### src/rtl/nes_clkgen.sv
// NTSC/PAL clock-enable and reset sequencer for the NES core. All outputs are
// registered strobes/levels on clk_ppu8; consumers qualify their logic with them.
module nes_clkgen #(
  parameter int NTSC_PPU_DIV = 8,
  parameter int NTSC_CPU_DIV = 24,
  parameter int NTSC_M2_RISE = 16,
  parameter int PAL_PPU_DIV  = 10,
  parameter int PAL_CPU_DIV  = 32,
  parameter int PAL_M2_RISE  = 20,
  parameter int RST_PPU_DLY  = 15,
  parameter int RST_CPU_DLY  = 6
) (
  input  logic clk_ppu8,
  input  logic rst,
  input  logic pal_mode,
  input  logic cpu_halt,
  input  logic cpu_step,
  output logic ppu_ce,
  output logic cpu_ce,
  output logic m2,
  output logic rst_ppu,
  output logic rst_cpu,
  output logic pal_active
);
  localparam int CW = 8;

  logic [CW-1:0] pcnt, mcnt;
  logic [CW-1:0] pdiv, mdiv, m2r;
  logic [CW-1:0] rcnt_ppu, rcnt_cpu;
  logic          pwrap, mwrap;
  logic          halted, step_pend, suppress;

  always_comb begin
    pdiv     = pal_active ? CW'(PAL_PPU_DIV) : CW'(NTSC_PPU_DIV);
    mdiv     = pal_active ? CW'(PAL_CPU_DIV) : CW'(NTSC_CPU_DIV);
    m2r      = pal_active ? CW'(PAL_M2_RISE) : CW'(NTSC_M2_RISE);
    pwrap    = (pcnt == pdiv - CW'(1));
    mwrap    = (mcnt == mdiv - CW'(1));
    suppress = halted && !step_pend;
  end

  always_ff @(posedge clk_ppu8) begin
    if (rst) begin
      pcnt       <= '0;
      mcnt       <= '0;
      pal_active <= pal_mode;
      halted     <= 1'b0;
      step_pend  <= 1'b0;
      ppu_ce     <= 1'b0;
      cpu_ce     <= 1'b0;
      m2         <= 1'b0;
      rcnt_ppu   <= CW'(RST_PPU_DLY);
      rcnt_cpu   <= CW'(RST_CPU_DLY);
      rst_ppu    <= 1'b1;
      rst_cpu    <= 1'b1;
    end else begin
      pcnt <= pwrap ? '0 : pcnt + CW'(1);
      mcnt <= mwrap ? '0 : mcnt + CW'(1);
      // Mode only changes on the joint wrap, so both counters restart at 0
      // under the new divisors; sampling pal_mode here also cancels a toggle-back.
      if (pwrap && mwrap)
        pal_active <= pal_mode;

      halted <= cpu_halt;
      if (mcnt == '0 && step_pend)
        step_pend <= 1'b0;
      else if (cpu_step && halted)
        step_pend <= 1'b1;

      ppu_ce <= (pcnt == '0);
      cpu_ce <= (mcnt == '0) && !suppress;
      m2     <= (mcnt >= m2r) && !halted;

      if (rcnt_ppu != '0)
        rcnt_ppu <= rcnt_ppu - CW'(1);
      rst_ppu <= (rcnt_ppu > CW'(1));

      // CPU reset counts PPU strobes seen only once the PPU is out of reset.
      if (rst_ppu) begin
        rcnt_cpu <= CW'(RST_CPU_DLY);
        rst_cpu  <= 1'b1;
      end else if (ppu_ce && rcnt_cpu != '0) begin
        rcnt_cpu <= rcnt_cpu - CW'(1);
        if (rcnt_cpu == CW'(1))
          rst_cpu <= 1'b0;
      end
    end
  end
endmodule

### config.mk
export PLATFORM = sky130hd
export DESIGN_NAME = nes_clkgen
export DESIGN_NICKNAME = d
export VERILOG_FILES = /design/src/rtl/nes_clkgen.sv
export SDC_FILE = /design/constraint.sdc
export NUM_CORES = 1
export LEC_CHECK = 0
export ABC_AREA = 1
export CELL_PAD_IN_SITES_DETAIL_PLACEMENT = 0
export CELL_PAD_IN_SITES_GLOBAL_PLACEMENT = 2
export CORE_MARGIN = 3
export CORE_UTILIZATION = 31
export DETAILED_ROUTE_END_ITERATION = 10
export PLACE_DENSITY_LB_ADDON = 0.1
export SLEW_MARGIN = 30
export SYNTH_ARGS = -nofsm -noshare
export SYNTH_HDL_FRONTEND = slang
export SYNTH_SLANG_ARGS = --single-unit
### constraint.sdc
create_clock -name clk_ppu8 -period 1.4 [get_ports clk_ppu8]
set_input_delay 0.28 -clock clk_ppu8 [delete_from_list [all_inputs] [get_ports clk_ppu8]]
set_output_delay 0.28 -clock clk_ppu8 [all_outputs]
set_load 0.1 [all_outputs]
==> metrics.txt, run 1 <==
status finished, final reports clean; final WL 3825 um; largest family of logic cells by synthesized area simple AND/OR/NAND/NOR gates; post-synthesis compound-gate area fraction 0.08554; clk_skew 0.005646 ns; Synth cell types 26; setup violators final 0; antenna viol nets, final 0; Peak Freq 727.3 MHz; antenna violations before repair 0; worst hold path type flip-flop to flip-flop; die area 7059 sq um; share of post-route cells with drive strength above 1 0.2096; Slew HR 0.8142; chip height 84.02 um; number of cell rows 27; Worst Max-Slew Pin Slew 0.2770 ns; vias in the first global route 1524; Reg clk slew, reported paths 0.08 ns; Total Routing Usage GR 0.1196; post-synthesis mux area share 0; Setup WS pre-CTS -0.1482 ns; Fin. Hold Viols 0; Num CTS Buffers 5; drt via density 4.372; critical path class flip-flop to primary output; RSZ-0062 raised after global routing yes; global-route wire length before repair 6837 um; Crit Path Max Fanout 5; CP arrival 1.09 ns; Synthesis Warnings 0; Core Box Area 5709 sq um; Worst setup SP type flip-flop; CTS tree yes; Port Buffers 10; root buffer cell clkbuf_8; Post-Synth Adder-Cell Area 0.07294; Lkg Pwr 1.025 nW; Seq/Total Area, Yosys 0.4297; clock sink total 40; Final Slew Violations 0; CTS H-tree depth 2; Power Density 936.6 nW/um^2; CP endpoint kind primary output; Die Width 84.02 um; fin crit share 0.9821; post-DP HPWL 2969 um; XOR/XNOR share of the synthesized area 0.06499; peak supply drop 0.5068 mV; Initial Utilization 0.3305; syn_area_per_cell 7.639 sq um; I/O Pins 11; simple-gate share of the synthesized area 0.2732; DRT Pass-1 Iters 4; P&R area growth vs syn 32.43%; Avg WL per Cell 10.54 um; Clk Latency, worst-skew pair 0.29 ns; maxcap violations 0; vias after detailed routing 1587; nets 306; Required @ worst endpoint 1.12 ns; drt first-iter violations 45; DR DRC count 0; ant diodes 0; Fillers 596; cell count after synthesis 247; grt ovf 0; Synth Register Bits 40; min cycle time layout 1.375 ns; mapped cell area 1887 sq um; gp weighted congestion 0.7405; hold_ws 0.4654 ns; syn nets 263; setup ws final 0.02501 ns; largest net degree at the start of global routing 14; Max clock buf depth 2
[path summary, 6_finish.rpt]
check | cells past startpoint | slack (ns) | startpoint | endpoint
worst max-delay path | 2 | 0.03 | pal_active | pal_active
worst min-delay path | 1 | 0.47 | halted | m2
worst max register to register | 4 | 0.05 | pal_active | pal_active
worst min register to register | 1 | 0.47 | halted | m2
[area by class of cell]
cell class,count,area [sq um],share of cell area
Sequential cell,40,815.8,0.3265
Clock buffer,6,93.84,0.03756
Tap cell,72,90.09,0.03605
Timing Repair Buffer,37,374.1,0.1497
Clock inverter,2,12.51,0.005008
Inverter,34,127.6,0.05108
Multi-Input combinational cell,172,984.7,0.3941
[registers in the layout (all words and copies together), names as in the netlist]
register    cells
mcnt            8
rst_ppu         1
pal_active      1
m2              1
rcnt_cpu        8
step_pend       1
rcnt_ppu        8
pcnt            8
rst_cpu         1
halted          1
cpu_ce          1
ppu_ce          1
[critical path: stages (launching register included)]
cell and delay (ns):
edfxtp_1 0.49, buf_6 0.17, buf_12 0.15
[kinds of logic (layout without fill, tap and decap cells)]
group,after synthesis,after routing
AOI/OAI and AO/OA,30,30
xor gates and xnor gates,14,14
adders and majority gates,11,11
buffers and inverters,35,79
DFF,40,40
and+or+nand+nor,117,117
[per-layer routing]
layer,vias to the layer above,part of all wire,global-route usage
li1,875,-,-
met1,694,0.53,0.1653
met2,13,0.43,0.1772
met3,5,0.030,0.03554
met4,0,0.012,0.03947
met5,-,0,0
[through the flow]
| step | instance area, sq um | TNS, ns | util | std cells | power, mW |
|---|---|---|---|---|---|
| finish | 2499 | 0 | 0.4377 | 363 | 2.340 |
| global route | 2499 | -0.09091 | 0.4377 | 363 | 2.474 |
| CTS | 2430 | 0 | 0.4256 | 362 | 2.386 |
| detailed placement | 2316 | -1.630 | 0.4057 | 353 | 1.487 |
| global placement | 2316 | -1.519 | 0.4057 | 353 | 1.488 |
| floorplan | 1889 | -4.317 | - | 247 | 1.381 |
[power by group]
| group | switching, mW | internal, mW | leakage [nW] | total (mW) |
|---|---|---|---|---|
| combinational | 0.151 | 0.113 | 0.646 | 0.264 |
| sequential | 0.0309 | 1.17 | 0.327 | 1.21 |
| clock | 0.415 | 0.456 | 0.0523 | 0.871 |
| total | 0.597 | 1.74 | 1.02 | 2.34 |
[Yosys cell counts (all sizes together)]
cell / n / area, sq um
ha: 11 / 137.6
nand2: 49 / 188.9
clkinv: 1 / 3.750
dfxtp: 39 / 780.8
o211ai: 1 / 7.510
nand3b: 1 / 7.510
xnor2: 7 / 61.31
nor3b: 3 / 22.52
nor2: 36 / 145.1
o21ai: 10 / 50.05
a21oi: 17 / 85.08
edfxtp: 1 / 30.03
a211oi: 1 / 7.510
nand4: 4 / 25.02
xor2: 7 / 61.31
buf: 1 / 11.26
nor4: 1 / 6.260
inv: 33 / 123.9
nor3: 3 / 20.02
o2111a: 1 / 11.26
nand3: 20 / 100.1
[cell usage in the layout (no fill, tap or decap), drive strengths merged]
cell type and count:
a211oi 1, a21oi 17, buf 33, clkbuf 6, clkdlybuf4s50 4, clkinv 2
clkinvlp 1, dfxtp 39, edfxtp 1, ha 11, inv 33, nand2 49
nand3 20, nand3b 1, nand4 4, nor2 36, nor3 3, nor3b 3
nor4 1, o2111a 1, o211ai 1, o21ai 10, xnor2 7, xor2 7
[what timing repair did]
item                                    4_1_cts  5_1_grt
gates cloned                                  0        0
pin swaps                                     0        4
hold buffers                                  0        0
endpoints found under the hold margin         0        0
gates resized for setup                       0       19
endpoints found under the setup margin        1       24
setup buffers                                 1        1
Power figures use the tool's default switching activity.
==> run 2, diff against run 1 <==
Settings changed: GPL_TIMING_DRIVEN from default to 0.
==> metrics.txt, run 2 (synthesis gave the netlist of run 1 again) <==
status finished, final reports clean; Reg clk slew, reported paths 0.09 ns (about the same); DR DRC count 0 (unchanged); setup tns final 0 ns (unchanged); vias in the first global route 1431 (-6.1%); CP top delay family buffers and inverters; global-route wire length before repair 6762 um (-1.1%); Peak Freq 745.5 MHz (+2.5%); CTS tree yes; Final Slew Violations 0 (unchanged); Worst setup SP type flip-flop; CP Cell Sequence buf_2; die area 7059 sq um (unchanged); Pint 1.808 mW (+3.7%); Initial Utilization 0.3305 (unchanged); number of cell rows 27 (unchanged); Avg WL per Cell 11.32 um (+7.4%); nets 288 (-5.9%); ant diodes 0 (unchanged); Area after DPL 2079 sq um (-10%); most frequent cells in the layout nand2_1, dfxtp_1, nor2_1; largest net degree at the start of global routing 13 (-1); Max clock buf depth 2 (unchanged); CP arrival 1.06 ns (-0.03 ns); chip height 84.02 um (unchanged); Hold Buf Count CTS 0 (unchanged); drt via density 4.478 (+2.4%); Flop pwr share 0.500 (-0.015); combinational fraction of design power 0.090 (-0.023); setup violators final 0 (unchanged); cell area after layout 2305 sq um (-7.8%); Crit Path Max Fanout 1 (-4); vias after detailed routing 1545 (-2.6%); Tot Pwr 2.411 mW (+3.0%); post-DP HPWL 2661 um (-10%); DRT Pass-1 Iters 4 (unchanged); clock sink total 40 (unchanged); Placed Cells 329 (-6.8%); Switching Fraction 0.2502 (-0.004788); Num CTS Buffers 5 (unchanged); Sw Pwr 0.6032 mW (+1.1%); critical path class flip-flop to primary output; worst hold path type flip-flop to flip-flop; Port Buffers 10 (unchanged); fin crit share 0.9582 (-0.02396); Total Routing Usage GR 0.1178 (-0.001761); drt first-iter violations 54 (+20%); setup ws final 0.05855 ns (+0.03354 ns); Worst Max-Slew Pin Slew 0.4916 ns (+0.2147 ns); Die Width 84.02 um (unchanged); CTS H-tree depth 2 (unchanged); CP max stage cell buf_2; Buf/Inv on CP 1 (-1); hold_ws 0.4469 ns (-0.01847 ns); antenna violations before repair 0 (unchanged); grt ovf 0 (unchanged); post-route insts no fill 345 (-5.0%); crit-path max cell delay 0.43 ns (-0.06 ns); antenna viol nets, final 0 (unchanged); Core Box Area 5709 sq um (unchanged); Required @ worst endpoint 1.12 ns (about the same); peak supply drop 0.3749 mV (-26%); Lkg Pwr 0.9097 nW (-11%); min cycle time layout 1.341 ns (-0.03354 ns); root buffer cell clkbuf_8; I/O Pins 11 (unchanged); final WL 3905 um (+2.1%); Fin. Hold Viols 0 (unchanged); maxcap violations 0 (unchanged); clock power share 0.409 (+0.037); Slew HR 0.6745 (-0.1397); gp weighted congestion 0.6896 (-6.9%); Layout Utilization 0.4037 (-0.03397); Setup WS pre-CTS -0.4684 ns (-0.3202 ns); Power Density 1046 nW/um^2 (+12%); commonest non-fill, non-tap cell in the layout nand2_1; CP endpoint kind primary output; Clk Latency, worst-skew pair 0.30 ns (about the same); P&R area growth vs syn 22.15%; RSZ-0062 raised after global routing yes; clk_skew 0.01024 ns (+0.004593 ns); share of post-route cells with drive strength above 1 0.1795 (-0.03013)
-- run 2: cell types whose count changed in the layout (fill, tap and decap cells not counted), sizes merged --
| cell | before | now |
|---|---|---|
| clkbuf | 6 | 9 |
| buf | 33 | 14 |
| clkinv | 2 | 1 |
| clkinvlp | 1 | 0 |
-- run 2: path summary, 6_finish.rpt --
kind	cells after the start	to	slack (ns)	startpoint
setup / recovery	1	m2	0.06	m2
hold reg to reg	1	mcnt[0]	0.45	mcnt[0]
hold / removal	1	mcnt[0]	0.45	mcnt[0]
setup reg to reg	8	rcnt_cpu[2]	0.08	rcnt_cpu[0]
-- run 2: repair_timing --
item | in CTS | in global routing
pin swaps | 0 | 6
gates cloned | 0 | 1
resized for setup | 36 | 24
setup endpoints to repair | 24 | 16
buffers inserted | 1 | 6
-- run 2: cell type report --
type / instances / area (sq um)
sequential: 40 / 820.8
clock buffer: 8 / 121.4
fill: 612 / 3405
buffer: 1 / 11.26
timing repair buffer: 18 / 138.9
inverter: 34 / 131.4
multi-input combinational: 172 / 991.0
tap: 72 / 90.09
-- run 2: per-layer routing --
layer / wire length (um) / GRT usage / vias to the layer above
met2: 1683 / 0.1714 / 17
met5: 0 / 0 / -
li1: - / - / 838
met1: 2028 / 0.1618 / 685
met4: 42 / 0.03947 / 0
met3: 151 / 0.04047 / 5
-- run 2: power by group through the flow --
stage / clock (mW) / sequential [mW] / combinational, mW
6_report: 0.987 / 1.21 / 0.218
5_1_grt: 1.08 / 1.21 / 0.246
4_1_cts: 1.04 / 1.21 / 0.207
3_5_place_dp: 0 / 1.23 / 0.210
3_3_place_gp: 0 / 1.23 / 0.212
2_1_floorplan: 0 / 1.28 / 0.101
==> run 3, diff against run 2 <==
Settings changed: CELL_PAD_IN_SITES_GLOBAL_PLACEMENT 2 to 1, CORE_UTILIZATION 31 to 35, TNS_END_PERCENT from default to 20.
==> metrics.txt, run 3 (synthesis gave the netlist of run 1 again) <==
Placed Cells 327 (-0.61%); Hold Buf Count CTS 0 (unchanged); Worst setup SP type flip-flop; critical path class flip-flop to flip-flop; cell count of the worst hold path 1 (unchanged); drt via density 4.478 (about the same); CP endpoint kind flip-flop; Setup WS pre-CTS -0.4803 ns (-0.01191 ns); number of cell rows 26 (-3.7%); I/O Pins 11 (unchanged); Flop pwr share 0.548 (+0.048); reg2reg end rcnt_cpu[1]; setup violators final 0 (unchanged); antenna violations before repair 0 (unchanged); Crit Path Max Fanout 10 (+9); Required @ worst endpoint 1.58 ns (+0.46 ns); combinational fraction of design power 0.094 (+0.004); Total Routing Usage GR 0.1306 (+0.01281); r2r startpoint rcnt_cpu[0]; global-route wire length before repair 6437 um (-4.8%); clock sink total 40 (unchanged); post-DP HPWL 2629 um (-1.2%); vias after detailed routing 1509 (-2.3%); Worst Max-Slew Pin Slew 0.4904 ns (-0.001239 ns); Reg clk slew, reported paths 0.08 ns (about the same); commonest non-fill, non-tap cell in the layout nand2_1; peak supply drop 0.5923 mV (+58%); clk_skew 0.008805 ns (-0.001434 ns); Lkg Pwr 0.8619 nW (-5.3%); drt first-iter violations 45 (-17%); hold_ws 0.4432 ns (-0.003758 ns); Avg WL per Cell 10.80 um (-4.6%); maxcap violations 0 (unchanged); setup ws final 0.03428 ns (-0.02427 ns); DRT Pass-1 Iters 4 (unchanged); Pint 1.644 mW (-9.1%); chip height 79.42 um (-5.5%); nets 282 (-2.1%); Reg2Reg Depth 8 (unchanged); setup tns final 0 ns (unchanged); grt ovf 0 (unchanged); RSZ-0062 raised after global routing yes; status finished, final reports clean; Core Box Area 5172 sq um (-9.4%); Hold Crit Start mcnt[0]; fin crit share 0.9755 (+0.01734); min cycle time layout 1.366 ns (+0.02427 ns); CTS H-tree depth 2 (unchanged); Peak Freq 732.2 MHz (-1.8%); Fin. Hold Viols 0 (unchanged); Hold Path End mcnt[0]; die area 6308 sq um (-11%); CTS tree yes; Max clock buf depth 2 (unchanged); Switching Fraction 0.2536 (+0.003441); Tot Pwr 2.203 mW (-8.6%); vias in the first global route 1450 (+1.3%); Sw Pwr 0.5587 mW (-7.4%); Slew HR 0.6753 (+0.0008200); most frequent cells in the layout nand2_1, nor2_1, dfxtp_1; post-route insts no fill 337 (-2.3%); Initial Utilization 0.3648 (+0.03430); worst hold path type flip-flop to flip-flop; clock power share 0.358 (-0.051); reg-to-reg slack, setup 0.03 ns (-0.05 ns); Port Buffers 10 (unchanged); largest net degree at the start of global routing 12 (-1); Fillers 536 (-12%); DR DRC count 0 (unchanged); ant diodes 0 (unchanged); Clk Latency, worst-skew pair 0.29 ns (about the same); share of post-route cells with drive strength above 1 0.1461 (-0.03342); P&R area growth vs syn 17.64%; final WL 3640 um (-6.8%); Num CTS Buffers 5 (unchanged); antenna viol nets, final 0 (unchanged); CP arrival 1.55 ns (+0.49 ns); Die Width 79.42 um (-5.5%); Power Density 992.5 nW/um^2 (-5.1%); gp weighted congestion 0.7799 (+13%); Final Slew Violations 0 (unchanged); root buffer cell clkbuf_8
-- run 3: cell types whose count changed in the layout (fill, tap and decap cells not counted), sizes merged --
| cell | previous run | this run |
|---|---|---|
| buf | 14 | 9 |
| clkbuf | 9 | 8 |
| clkinvlp | 0 | 1 |
| inv | 33 | 32 |
-- run 3: how the worst max path moves through the flow --
stage	startpoint	endpoint	slack [ns]	cells after the start
4_1_cts	rcnt_cpu[0]	rst_cpu	0.006	8
2_1_floorplan	pal_active	pal_active	-0.36	4
3_5_place_dp	pal_active	pal_active	-0.48	1
3_3_place_gp	pal_active	pal_active	-0.49	1
5_1_grt	rcnt_cpu[0]	rcnt_cpu[1]	-0.07	8
6_report	rcnt_cpu[0]	rcnt_cpu[1]	0.03	8
-- run 3: critical path: stages (launching register included) --
cell and delay [ns]:
dfxtp_2 0.37, inv_4 0.06, ha_4 0.15, nor3b_2 0.14, nand2_1 0.09, nand2_2 0.08
buf_6 0.15, a21oi_1 0.14, o21ai_1 0.08
-- run 3: power groups by stage --
stage	Clock (mW)	Combinational [mW]	Sequential, mW
6_report	0.789	0.207	1.21
5_1_grt	0.887	0.230	1.21
4_1_cts	0.840	0.205	1.21
3_5_place_dp	0	0.208	1.23
3_3_place_gp	0	0.209	1.23
2_1_floorplan	0	0.101	1.28
-- run 3: area by class of cell --
class | instances | area (sq um) | area share
Tap cell | 70 | 87.58 | 0.03946
Inverter | 34 | 135.1 | 0.06088
Clock buffer | 8 | 90.09 | 0.04059
Multi-Input combinational cell | 172 | 991.0 | 0.4464
Timing Repair Buffer | 12 | 87.58 | 0.03946
Buffer | 1 | 11.26 | 0.005073
Sequential cell | 40 | 817.0 | 0.3681
-- run 3: layer usage --
| layer | GRT usage | part of all wire |
|---|---|---|
| met1 | 0.1645 | 0.50 |
| met3 | 0.04176 | 0.035 |
| met5 | 0 | 0 |
| met4 | 0.05155 | 0.017 |
| met2 | 0.2062 | 0.44 |
-- run 3: timing repair --
item | CTS | global route
pin swaps | 0 | 8
endpoints found under the setup margin | 31 | 16
buffers inserted | 0 | 2
resized for setup | 36 | 20
-- run 3: stage by stage --
step                instance area (sq um)  utilization
floorplan                            1887            -
global placement                     2074       0.4011
detailed placement                   2074       0.4011
CTS                                  2143       0.4144
global route                         2220       0.4291
finish                               2220       0.4291
